==> src/rtl/cpu_exc_ctrl_pkg.sv <==
// Shared definitions for the interrupt/exception initiator.
//   PCSrc encodings understood by the PC-source selector, the fixed vector
//   addresses the selector jumps to, the initiator FSM state type and a
//   helper for the "skip the offending instruction" return address.
package cpu_exc_ctrl_pkg;

  localparam logic [2:0] PCS_PC4    = 3'd0;
  localparam logic [2:0] PCS_BRANCH = 3'd1;
  localparam logic [2:0] PCS_JUMP   = 3'd2;
  localparam logic [2:0] PCS_JR     = 3'd3;
  localparam logic [2:0] PCS_ILLOP  = 3'd4;
  localparam logic [2:0] PCS_XADR   = 3'd5;

  localparam logic [31:0] START = 32'h8000_0000;
  localparam logic [31:0] ILLOP = 32'h8000_0004;
  localparam logic [31:0] XADR  = 32'h8000_0008;

  typedef enum logic [1:0] {
    ST_BOOT  = 2'd0,
    ST_USER  = 2'd1,
    ST_K_IRQ = 2'd2,
    ST_K_EXC = 2'd3
  } exc_state_t;

  // Fixed target address for the vector encodings; anything else resolves
  // to the reset vector so callers never see an undefined address.
  function automatic logic [31:0] vector_addr(input logic [2:0] pcsrc);
    logic [31:0] addr;
    case (pcsrc)
      PCS_ILLOP: addr = ILLOP;
      PCS_XADR:  addr = XADR;
      default:   addr = START;
    endcase
    return addr;
  endfunction

  // pc+4 on the low 31 bits only: the kernel/user bit is never carried into.
  function automatic logic [31:0] epc_skip(input logic [31:0] pc);
    return {pc[31], pc[30:0] + 31'd4};
  endfunction

endpackage

==> src/rtl/cpu_exc_ctrl_irq_pending.sv <==
// exc_irq_pending: interrupt request conditioning.
//   Edge mode latches a rising edge of irq_in until the interrupt is taken;
//   level mode passes irq_in straight through.
// Ports:
//   clk      in   CPU clock
//   reset    in   synchronous active-high reset
//   irq_in   in   raw interrupt request
//   clear    in   interrupt is being taken this cycle
//   pending  out  an interrupt is waiting to be taken
module exc_irq_pending #(
  parameter int IRQ_EDGE = 1
) (
  input  logic clk,
  input  logic reset,
  input  logic irq_in,
  input  logic clear,
  output logic pending
);

  logic irq_d;
  logic pend_q;
  logic rise;

  assign rise = irq_in & ~irq_d;

  // A fresh edge in the same cycle as the clear wins, so no request is lost.
  always_ff @(posedge clk) begin
    if (reset) begin
      irq_d  <= 1'b0;
      pend_q <= 1'b0;
    end else begin
      irq_d  <= irq_in;
      pend_q <= rise | (pend_q & ~clear);
    end
  end

  assign pending = (IRQ_EDGE != 0) ? pend_q : irq_in;

endmodule

==> src/rtl/cpu_exc_ctrl.sv <==
// cpu_exc_ctrl: interrupt/exception initiator for the single-cycle MIPS CPU.
//   Decides in the same cycle as the executing instruction whether fetch is
//   redirected to the interrupt vector (PCSrc=4) or exception vector (PCSrc=5)
//   and produces the return address for $26. Kernel mode is pc[31]=1.
// Ports:
//   clk, reset     clock, synchronous active-high reset
//   pc             PC of the instruction executing this cycle
//   irq_in         timer/peripheral interrupt request
//   undef_inst     decoder flags the current instruction as undefined
//   pcsrc_ovr      0 none, 4 interrupt vector, 5 exception vector
//   exc_take       redirect this cycle
//   kill_wb        suppress RegWrite/MemWrite of the aborted instruction
//   xp_we          write epc into $26
//   epc            return address
//   irq_ack        one-cycle pulse when an interrupt is taken
//   dbl_fault      sticky: undefined instruction while in kernel
//   exc_cnt        saturating count of taken interrupts and exceptions
module cpu_exc_ctrl
  import cpu_exc_ctrl_pkg::*;
#(
  parameter int IRQ_EDGE = 1,
  parameter int CNT_W    = 8
) (
  input  logic             clk,
  input  logic             reset,
  input  logic [31:0]      pc,
  input  logic             irq_in,
  input  logic             undef_inst,
  output logic [2:0]       pcsrc_ovr,
  output logic             exc_take,
  output logic             kill_wb,
  output logic             xp_we,
  output logic [31:0]      epc,
  output logic             irq_ack,
  output logic             dbl_fault,
  output logic [CNT_W-1:0] exc_cnt
);

  exc_state_t state;
  logic       pending;
  logic       can_take;
  logic       take_exc;
  logic       take_irq;

  exc_irq_pending #(
    .IRQ_EDGE(IRQ_EDGE)
  ) u_pending (
    .clk    (clk),
    .reset  (reset),
    .irq_in (irq_in),
    .clear  (take_irq),
    .pending(pending)
  );

  // Only a user-mode instruction seen from USER state can be redirected;
  // the undefined-instruction exception has priority and leaves a pending
  // interrupt in place for after the handler returns.
  assign can_take = !reset && (state == ST_USER) && !pc[31];
  assign take_exc = can_take && undef_inst;
  assign take_irq = can_take && pending && !undef_inst;

  // Interrupts abort the instruction (re-executed on return, writes killed);
  // exceptions skip the offender, which writes nothing anyway.
  always_comb begin
    pcsrc_ovr = PCS_PC4;
    epc       = pc;
    if (reset) begin
      epc = 32'h0;
    end else if (take_exc) begin
      pcsrc_ovr = PCS_XADR;
      epc       = epc_skip(pc);
    end else if (take_irq) begin
      pcsrc_ovr = PCS_ILLOP;
    end
  end

  assign exc_take = take_exc | take_irq;
  assign xp_we    = exc_take;
  assign kill_wb  = take_irq;
  assign irq_ack  = take_irq;

  // Mode tracking plus the sticky fault flag and saturating event counter.
  // An undefined instruction that cannot be redirected is a double fault.
  always_ff @(posedge clk) begin
    if (reset) begin
      state     <= ST_BOOT;
      dbl_fault <= 1'b0;
      exc_cnt   <= '0;
    end else begin
      case (state)
        ST_BOOT: begin
          if (!pc[31]) state <= ST_USER;
        end
        ST_USER: begin
          if (take_exc)      state <= ST_K_EXC;
          else if (take_irq) state <= ST_K_IRQ;
        end
        ST_K_IRQ, ST_K_EXC: begin
          if (!pc[31]) state <= ST_USER;
        end
        default: state <= ST_BOOT;
      endcase
      if (undef_inst && !can_take) dbl_fault <= 1'b1;
      if (exc_take && (exc_cnt != '1)) exc_cnt <= exc_cnt + CNT_W'(1);
    end
  end

endmodule

==> config.mk <==
export PLATFORM = sky130hd
export DESIGN_NAME = cpu_exc_ctrl
export DESIGN_NICKNAME = d
export VERILOG_FILES = /design/src/rtl/cpu_exc_ctrl_pkg.sv /design/src/rtl/cpu_exc_ctrl_irq_pending.sv /design/src/rtl/cpu_exc_ctrl.sv
export SDC_FILE = /design/constraint.sdc
export NUM_CORES = 1
export LEC_CHECK = 0
export ABC_AREA = 1
export CORE_MARGIN = 5
export CORE_UTILIZATION = 26
export DETAILED_ROUTE_END_ITERATION = 6
export MAX_ROUTING_LAYER = met4
export PLACE_DENSITY = 0.63
export SYNTH_ARGS = -nofsm -noshare
export SYNTH_HDL_FRONTEND = slang
export SYNTH_SLANG_ARGS = --single-unit
==> constraint.sdc <==
create_clock -name clk -period 3.9 [get_ports clk]
set_input_delay 0.78 -clock clk [delete_from_list [all_inputs] [get_ports clk]]
set_output_delay 0.78 -clock clk [all_outputs]
set_load 0.01 [all_outputs]
# Word-level counts from Yosys, hierarchy flattened
# Cells that the tools add are included.
classes:
  n_eq_ne: 6
  n_addsub: 2
  bitwise: 6
  n_mux: 9
  n_reduce_logical: 14
op_table:
  columns: ["cell", "n"]
  rows:
  - ["32-bit two-way mux", 1]
  - ["31-bit by 3-bit adder with 31-bit output, second input constant", 1]
  - ["31-bit two-way mux", 1]
  - ["3-bit two-way mux", 3]
  - ["8-bit by 1-bit adder with 8-bit output, second input constant", 1]
  - ["8-bit inequality test, second input constant", 1]
  - ["1-bit logical AND", 7]
  - ["2-bit two-way mux", 3]
  - ["2-bit equality test, second input constant", 2]
  - ["1-bit logical NOT", 4]
  - ["2-bit one-hot mux with 2 select lines", 1]
  - ["3-bit inequality test, second input constant", 1]
  - ["3-bit OR reduction", 1]
  - ["1-bit bitwise AND", 2]
  - ["2-bit by 1-bit equality test with 1-bit output, second input constant", 1]
  - ["2-bit logical NOT", 1]
  - ["2-bit inequality test, second input constant", 1]
  - ["1-bit inverter", 2]
  - ["1-bit OR", 2]
  - ["2-bit AND reduction", 1]
totals:
  reg_bits: 13
  output_inout_bits: 48
  in_bits: 36
  word_cells: 42

# Logic depth before layout (Yosys ltp)
# Gate-level depths: netlist of run 1.
depth:
  ltp_word: 8
  depth_mapped: 10

# Hierarchy
# A second synthesis of run 1 with hierarchy kept.
hier_totals:
  cells_unflattened: 294
  hier_area_um2: 1619.1
by_module_without_submodules:
  columns: ["module", "n_inst", "area_per_inst_um2", "cells_per_inst"]
  rows:
  - ["cpu_exc_ctrl", 1, 1541.5, 284]
  - ["exc_irq_pending", 1, 77.6, 10]

# Worst setup path before layout of run 1
# OpenSTA, ideal clock, no wires.
synth_path:
  kind: "input port to output port"
  startpoint: "in pc[2]"
  endpoint: "out epc[28]"
  setup_slack_ps: 1332
  stages: 10
  arrival_time_ps: 1788
  cell_sequence: "ha_1 nand2_1 nor2_2 nand3_2 nor2_2 buf_6 nand3_2 nand2_1 inv_1 nor2_1"
synth_via:
  elab_chain_len: 3
synth_rtl:
  columns: ["item", "line_no", "rtl"]
  rows:
  - ["from (decl)", "cpu_exc_ctrl.sv:26", "input logic [31:0] pc,"]
  - ["31-bit by 3-bit adder with 31-bit output", "cpu_exc_ctrl_pkg.sv:39", "return {pc[31], pc[30:0] + 31'd4};"]
  - ["31-bit two-way mux", "cpu_exc_ctrl.sv:69", "end else if (take_exc) begin"]
  - ["32-bit two-way mux", "cpu_exc_ctrl.sv:67", "if (reset) begin"]
  - ["to (decl)", "cpu_exc_ctrl.sv:33", "output logic [31:0] epc,"]
# Every way passes these cells.

# Final worst setup path of run 1
layout_path:
  startpoint: "in pc[2]"
  endpoint: "out epc[30]"
# The elaborated chain is that of the path after synthesis.

==> metrics, run 1 <==
status=finished clean; CTS tree=done; synth top area cells=nand2_1 17%, dfxtp_1 15%, inv_1 12%, nor2_1 11%, nand3_1 7.5%; cell row count=29; post-synth top area share=0.173; Post-CTS Setup Inserts=0; max_cap viols=0; synth unique cells=29; WP data arrival=a little under 3000 ps; Worst EP required=between 3000 and 4000 ps; Final Slew Violations=0; drt via density=4.58; Clock Skew=between 1 and 1.5 ps; Die ar.=between 0.008 and 0.009 mm2; Net Sw Power=around 130 uW; Final GP Congestion=between 0.8 and 0.9; Post-synth top cells=80 x nand2_1, 54 x inv_1, 53 x nor2_1, 26 x nand3_1, 14 x a21oi_1; drt initial violations=52; Leak=0.00119 uW; fin cells=roughly 480; largest area contributor in the netlist=nand2_1; Die Height=91.7 um; Filler cells=691; crit path kind=in -> out; Pwr Density=161 mW/mm2; VDD IR max=0.0000925 V; # diodes=0; Int Power=between 200 and 300 uW; Synth Flop Type=dfxtp_1; via count=2204; DP HPWL=approximately 4.3 mm; Worst-Skew Late Latency=roughly 240 ps; Max Fanout on Critical Path=11; top-level I/O count=84; Initial Utilization=0.270; Clk network pwr share=0.275; H-tree Lvls=1; vias in the first global route=2145; Syn Nets=around 360; Final setup viols=0; layout cells sized above 1=0.101; overflow left after global routing=0; YS warnings=0; Resized cells post-CTS=0; CTS Buf Count=3; hold_buf cts=0; Final min period=approximately 3700 ps; Root Driver=clkbuf_8; most frequent cell after synthesis=nand2_1; FMAX=~270 MHz; CTS clk-pin slew, worst paths=roughly 50 ps; Routed Antenna Nets=0; clk sinks=13; layout net count=443; Switching Share=0.309; synthesized area=approximately 0.0017 mm2; part of the power in combinational logic=0.400; Seq pwr share=0.325; Seq/Total Area, Yosys=0.150; Hold Fails Final Rpt=0; number of synthesized flops with an enable pin=0; FF+latch count, synth=13; CP Launch Type=primary input; Post-Place Cells=around 480; antenna violations before repair=0; die width=about 90 um; fin crit share=0.950; Util after Layout=0.417; Tot GR Track Use=0.132; Hold Path Class=reg -> reg; TNS Setup=0 ps; Post-route DRC=0; wire per inst=about 11 um; first-pass GRT wire length=slightly above 9 mm; Avg Inst Size Synth=around 5.4 um2; clock tree buffer depth=2; post-synthesis async set-or-reset flop share=0; RSZ-0062 raised after global routing=false; crit end category=output pin; Core Region=about 0.0064 mm2; Mapped Cells=between 300 and 400; routed wire length=roughly 5.4 mm; pin count of the biggest net entering global routing=25; count of input and output buffers=82; layout overhead on the synthesized area=54.3%; drt first pass iters=4
==> critical path: stages <==
cell	delay (ps)
clkdlybuf4s50_1	520
ha_1	180
nand2_1	100
nor2_4	120
nand3_2	100
nor2_2	110
buf_4	180
nand3_1	100
nand2_1	70
nand2_1	40
nor2_1	90
clkdlybuf4s50_1	540
==> state kept, by name, summed over array words and instances (netlist names) <==
name	cells
dbl_fault	1
u_pending.pending	1
exc_cnt	8
state	2
u_pending.irq_d	1
==> metrics by stage <==
step                setup WS (ps)  instance area, um2  hold slack [ps]  power [uW]
floorplan                    1330                1730              427         214
global placement              186                2620              440         315
detailed placement            163                2620              448         316
CTS                           156                2670              458         438
global route                 16.2                2680              481         461
finish                        195                2680              453         432
==> area by class of cell <==
class	count	area (um2)	share of cell area
inverter	58	218	0.0813
tap	77	96.3	0.0360
timing repair buffer	86	851	0.318
sequential	13	260	0.0972
clock buffer	4	45.0	0.0168
multi-input combinational	243	1210	0.451
==> logic make-up (layout without fill, tap and decap cells) <==
| family | after synthesis | in the layout | share of synthesized area |
|---|---|---|---|
| AOI/OAI and AO/OA | 32 | 32 | 0.102 |
| xor gates and xnor gates | 5 | 5 | 0.0253 |
| adders and majority gates | 2 | 2 | 0.0144 |
| buffers and inverters | 67 | 148 | 0.160 |
| DFF | 13 | 13 | 0.150 |
| other | 1 | 1 | 0.00216 |
| and+or+nand+nor | 203 | 203 | 0.546 |
==> power by group through the flow <==
stage | clock [uW] | sequential, uW | combinational, uW
6_report | 119 | 140 | 173
5_1_grt | 129 | 141 | 191
4_1_cts | 123 | 140 | 174
3_5_place_dp | 0 | 143 | 173
3_3_place_gp | 0 | 143 | 172
2_1_floorplan | 0 | 144 | 70.6
==> final timing paths <==
kind,slack (ps),startpoint,depth (start not counted),to
max,200,pc[2],12,epc[30]
min,450,state[1]$_SDFFE_PP0P_,2,state[1]$_SDFFE_PP0P_
max reg2reg,2440,exc_cnt[0]$_SDFFE_PP0P_,9,exc_cnt[5]$_SDFFE_PP0P_
min reg2reg,450,state[1]$_SDFFE_PP0P_,2,state[1]$_SDFFE_PP0P_
==> routing by layer <==
| metal | routed length [um] | GRT usage | up-vias |
|---|---|---|---|
| met5 | 0 | - | - |
| met4 | 34 | 0.0276 | 0 |
| met3 | 417 | 0.0327 | 4 |
| met2 | 2340 | 0.208 | 70 |
| met1 | 2660 | 0.172 | 957 |
| li1 | - | - | 1173 |
==> layout by cell type (no fill, tap or decap), types with 5 or more instances in the layout <==
cell             instances
a21oi_1                 14
clkdlybuf4s50_1         82
dfxtp_1                 13
inv_1                   54
nand2_1                 79
nand2_2                  6
nand3_1                 26
nand3_2                  6
nand4_1                 12
nor2_1                  52
nor2_2                  11
o21ai_0                  9
xor2_1                   5
(Power assumes the default switching activity.)
==> run 2: changes to the inputs <==
CAP_MARGIN = 20   (was default)
HOLD_SLACK_MARGIN = 0.1   (was default)
==> results of run 2 <==
Same layout as run 1: the final DEF is identical, and so are final timing and power.
==> run 3: changes to the inputs <==
CAP_MARGIN = default   (was 20)
CORE_MARGIN = default   (was 5)
==> metrics, run 3 (synthesis gave the netlist of run 1 again) <==
status=finished clean; # diodes=0 (unchanged); Die Height=83.7 um (-8.7%); clock tree buffer depth=2 (unchanged); Final GP Congestion=0.837 (-2.2%); overflow left after global routing=0 (unchanged); H-tree Lvls=1 (unchanged); FMAX=266 MHz (-1.3%); reg2reg setup slack=2410 ps (-30 ps); layout overhead on the synthesized area=54.5% (about the same); origin of the worst setup path=pc[2]; Initial Utilization=0.272 (+0.00153); count of input and output buffers=82 (unchanged); most common library cell in the layout ignoring fill and taps=nand2_1; biggest regs=exc_cnt: 8 flops, state: 2 flops; DP HPWL=4.14 mm (-4.7%); crit end category=output pin; CP Launch Type=primary input; CP endpoint=epc[10]; Routed Antenna Nets=0 (unchanged); routing usage on met3=0.0267 (-0.00603); PnR worst setup slack=146 ps (-49.3 ps); max_cap viols=0 (unchanged); CTS tree=done; Leak=0.00123 uW (+3.7%); pre-CTS setup slack=149 ps (-14.8 ps); Clock Skew=4.73 ps (+3.30 ps); Tot GR Track Use=0.153 (+0.0207); pin count of the biggest net entering global routing=25 (unchanged); vias in the first global route=2045 (-4.7%); TNS Setup=0 ps (unchanged); FF-to-FF Start=exc_cnt[0]$_SDFFE_PP0P_; Worst-Skew Late Latency=240 ps (about the same); CTS Buf Count=3 (unchanged); Hold Path Class=reg -> reg; RSZ-0062 raised after global routing=false; VDD IR max=0.0000920 V (-0.50%); hold_buf cts=0 (unchanged); drt initial violations=70 (+35%); Root Driver=clkbuf_8; M1 GR Usage=0.191 (+0.0194); WP data arrival=2970 ps (+50 ps); layout net count=443 (unchanged); Biggest register=exc_cnt; Reg2Reg Depth=9 (unchanged); first-pass GRT wire length=8.77 mm (-5.4%); fin crit share=0.963 (+0.0126); wire per inst=10.7 um (-5.5%); clk sinks=13 (unchanged); Max Fanout on Critical Path=4 (-7); drt via density=4.57 (-0.36%); multi-input logic area=0.00120 mm2 (-0.83%); Util after Layout=0.419 (+0.00276); global routing's busiest layer=met2; most frequent cells in the layout=80 x nand2_1, 79 x clkdlybuf4s50_1, 54 x inv_1, 53 x nor2_1, 26 x nand3_1; register area=260 um2 (unchanged); Final setup viols=0 (unchanged); Final Slew Violations=0 (unchanged); CTS clk-pin slew, worst paths=60 ps (about the same); Pwr Density=162 mW/mm2 (+0.16%); Final min period=3750 ps (+49.3 ps); top-level I/O count=84 (unchanged); Post-CTS Setup Inserts=0 (unchanged); Hold Fails Final Rpt=0 (unchanged); drt first pass iters=4 (unchanged); Filler cells=689 (-0.29%); antenna violations before repair=0 (unchanged); die width=83.7 um (-8.7%); Hold WS=452 ps (-0.787 ps); Die ar.=0.00700 mm2 (-17%); cell row count=29 (unchanged); Overall Power=433 uW (+0.26%); max reg flops=8 (unchanged); Post-route DRC=0 (unchanged); GR Util met2=0.255 (+0.0474); Core Region=0.00639 mm2 (-0.57%); crit path kind=in -> out; routed wire length=5.15 mm (-5.5%); via count=2196 (-0.36%); layout cells sized above 1=0.0990 (-0.00248); Worst EP required=3120 ps (about the same); worst flop-to-flop path endpoint=exc_cnt[5]$_SDFFE_PP0P_
==> run 3: metal layers <==
metal | wire [um] | vias to the layer above | share of wire
met5 | 0 | - | 0
met4 | 9 | 0 | 0.0017
met3 | 292 | 2 | 0.057
met2 | 2270 | 78 | 0.44
met1 | 2580 | 946 | 0.50
li1 | - | 1170 | -
==> run 3: worst min path at each step <==
stage	from	end	slack, ps	cells past startpoint
floorplan	state[1]$_SDFFE_PP0P_	state[1]$_SDFFE_PP0P_	430	2
global route	state[1]$_SDFFE_PP0P_	state[1]$_SDFFE_PP0P_	500	2
global placement	state[1]$_SDFFE_PP0P_	state[1]$_SDFFE_PP0P_	440	2
detailed placement	state[1]$_SDFFE_PP0P_	state[1]$_SDFFE_PP0P_	440	2
finish	state[1]$_SDFFE_PP0P_	state[1]$_SDFFE_PP0P_	450	2
CTS	state[1]$_SDFFE_PP0P_	state[1]$_SDFFE_PP0P_	450	2
==> run 3: power by group <==
group / total [uW] / switching, uW / internal [uW] / leakage [uW]
sequential: 140 / 2.97 / 137 / 0.000106
combinational: 171 / 83.1 / 88.3 / 0.00110
clock: 121 / 50.6 / 70.6 / 0.0000255
total: 433 / 137 / 296 / 0.00123
==> run 3: final cells by class <==
| cell class | instances | share of cell area |
|---|---|---|
| clock buffers | 3 | 0.0154 |
| clock inverters | 1 | 0.00187 |
| inverters | 58 | 0.0813 |
| multi-input cells | 243 | 0.447 |
| flip-flops and latches | 13 | 0.0972 |
| well taps | 77 | 0.0360 |
| repair buffers | 86 | 0.322 |
==> run 3: per-stage QoR <==
stage | cell area, um2 | std cells
3_3_place_gp | 2620 | 477
5_1_grt | 2680 | 481
3_5_place_dp | 2620 | 477
2_1_floorplan | 1730 | 323
4_1_cts | 2670 | 481
6_report | 2680 | 481
==> run 3: repair_timing <==
| item | in CTS | in global routing |
|---|---|---|
| endpoints found under the setup margin | 0 | 3 |
| resized for setup | 0 | 4 |
| hold endpoints to repair | 0 | 0 |
==> run 3: worst max-delay path, stage by stage <==
cell and delay [ps]:
clkdlybuf4s50_1 520, ha_1 190, nand2_1 80, nor2_2 170
inv_1 50, nor2_1 200, a21oi_1 90, nor3_1 280
clkdlybuf4s50_1 610
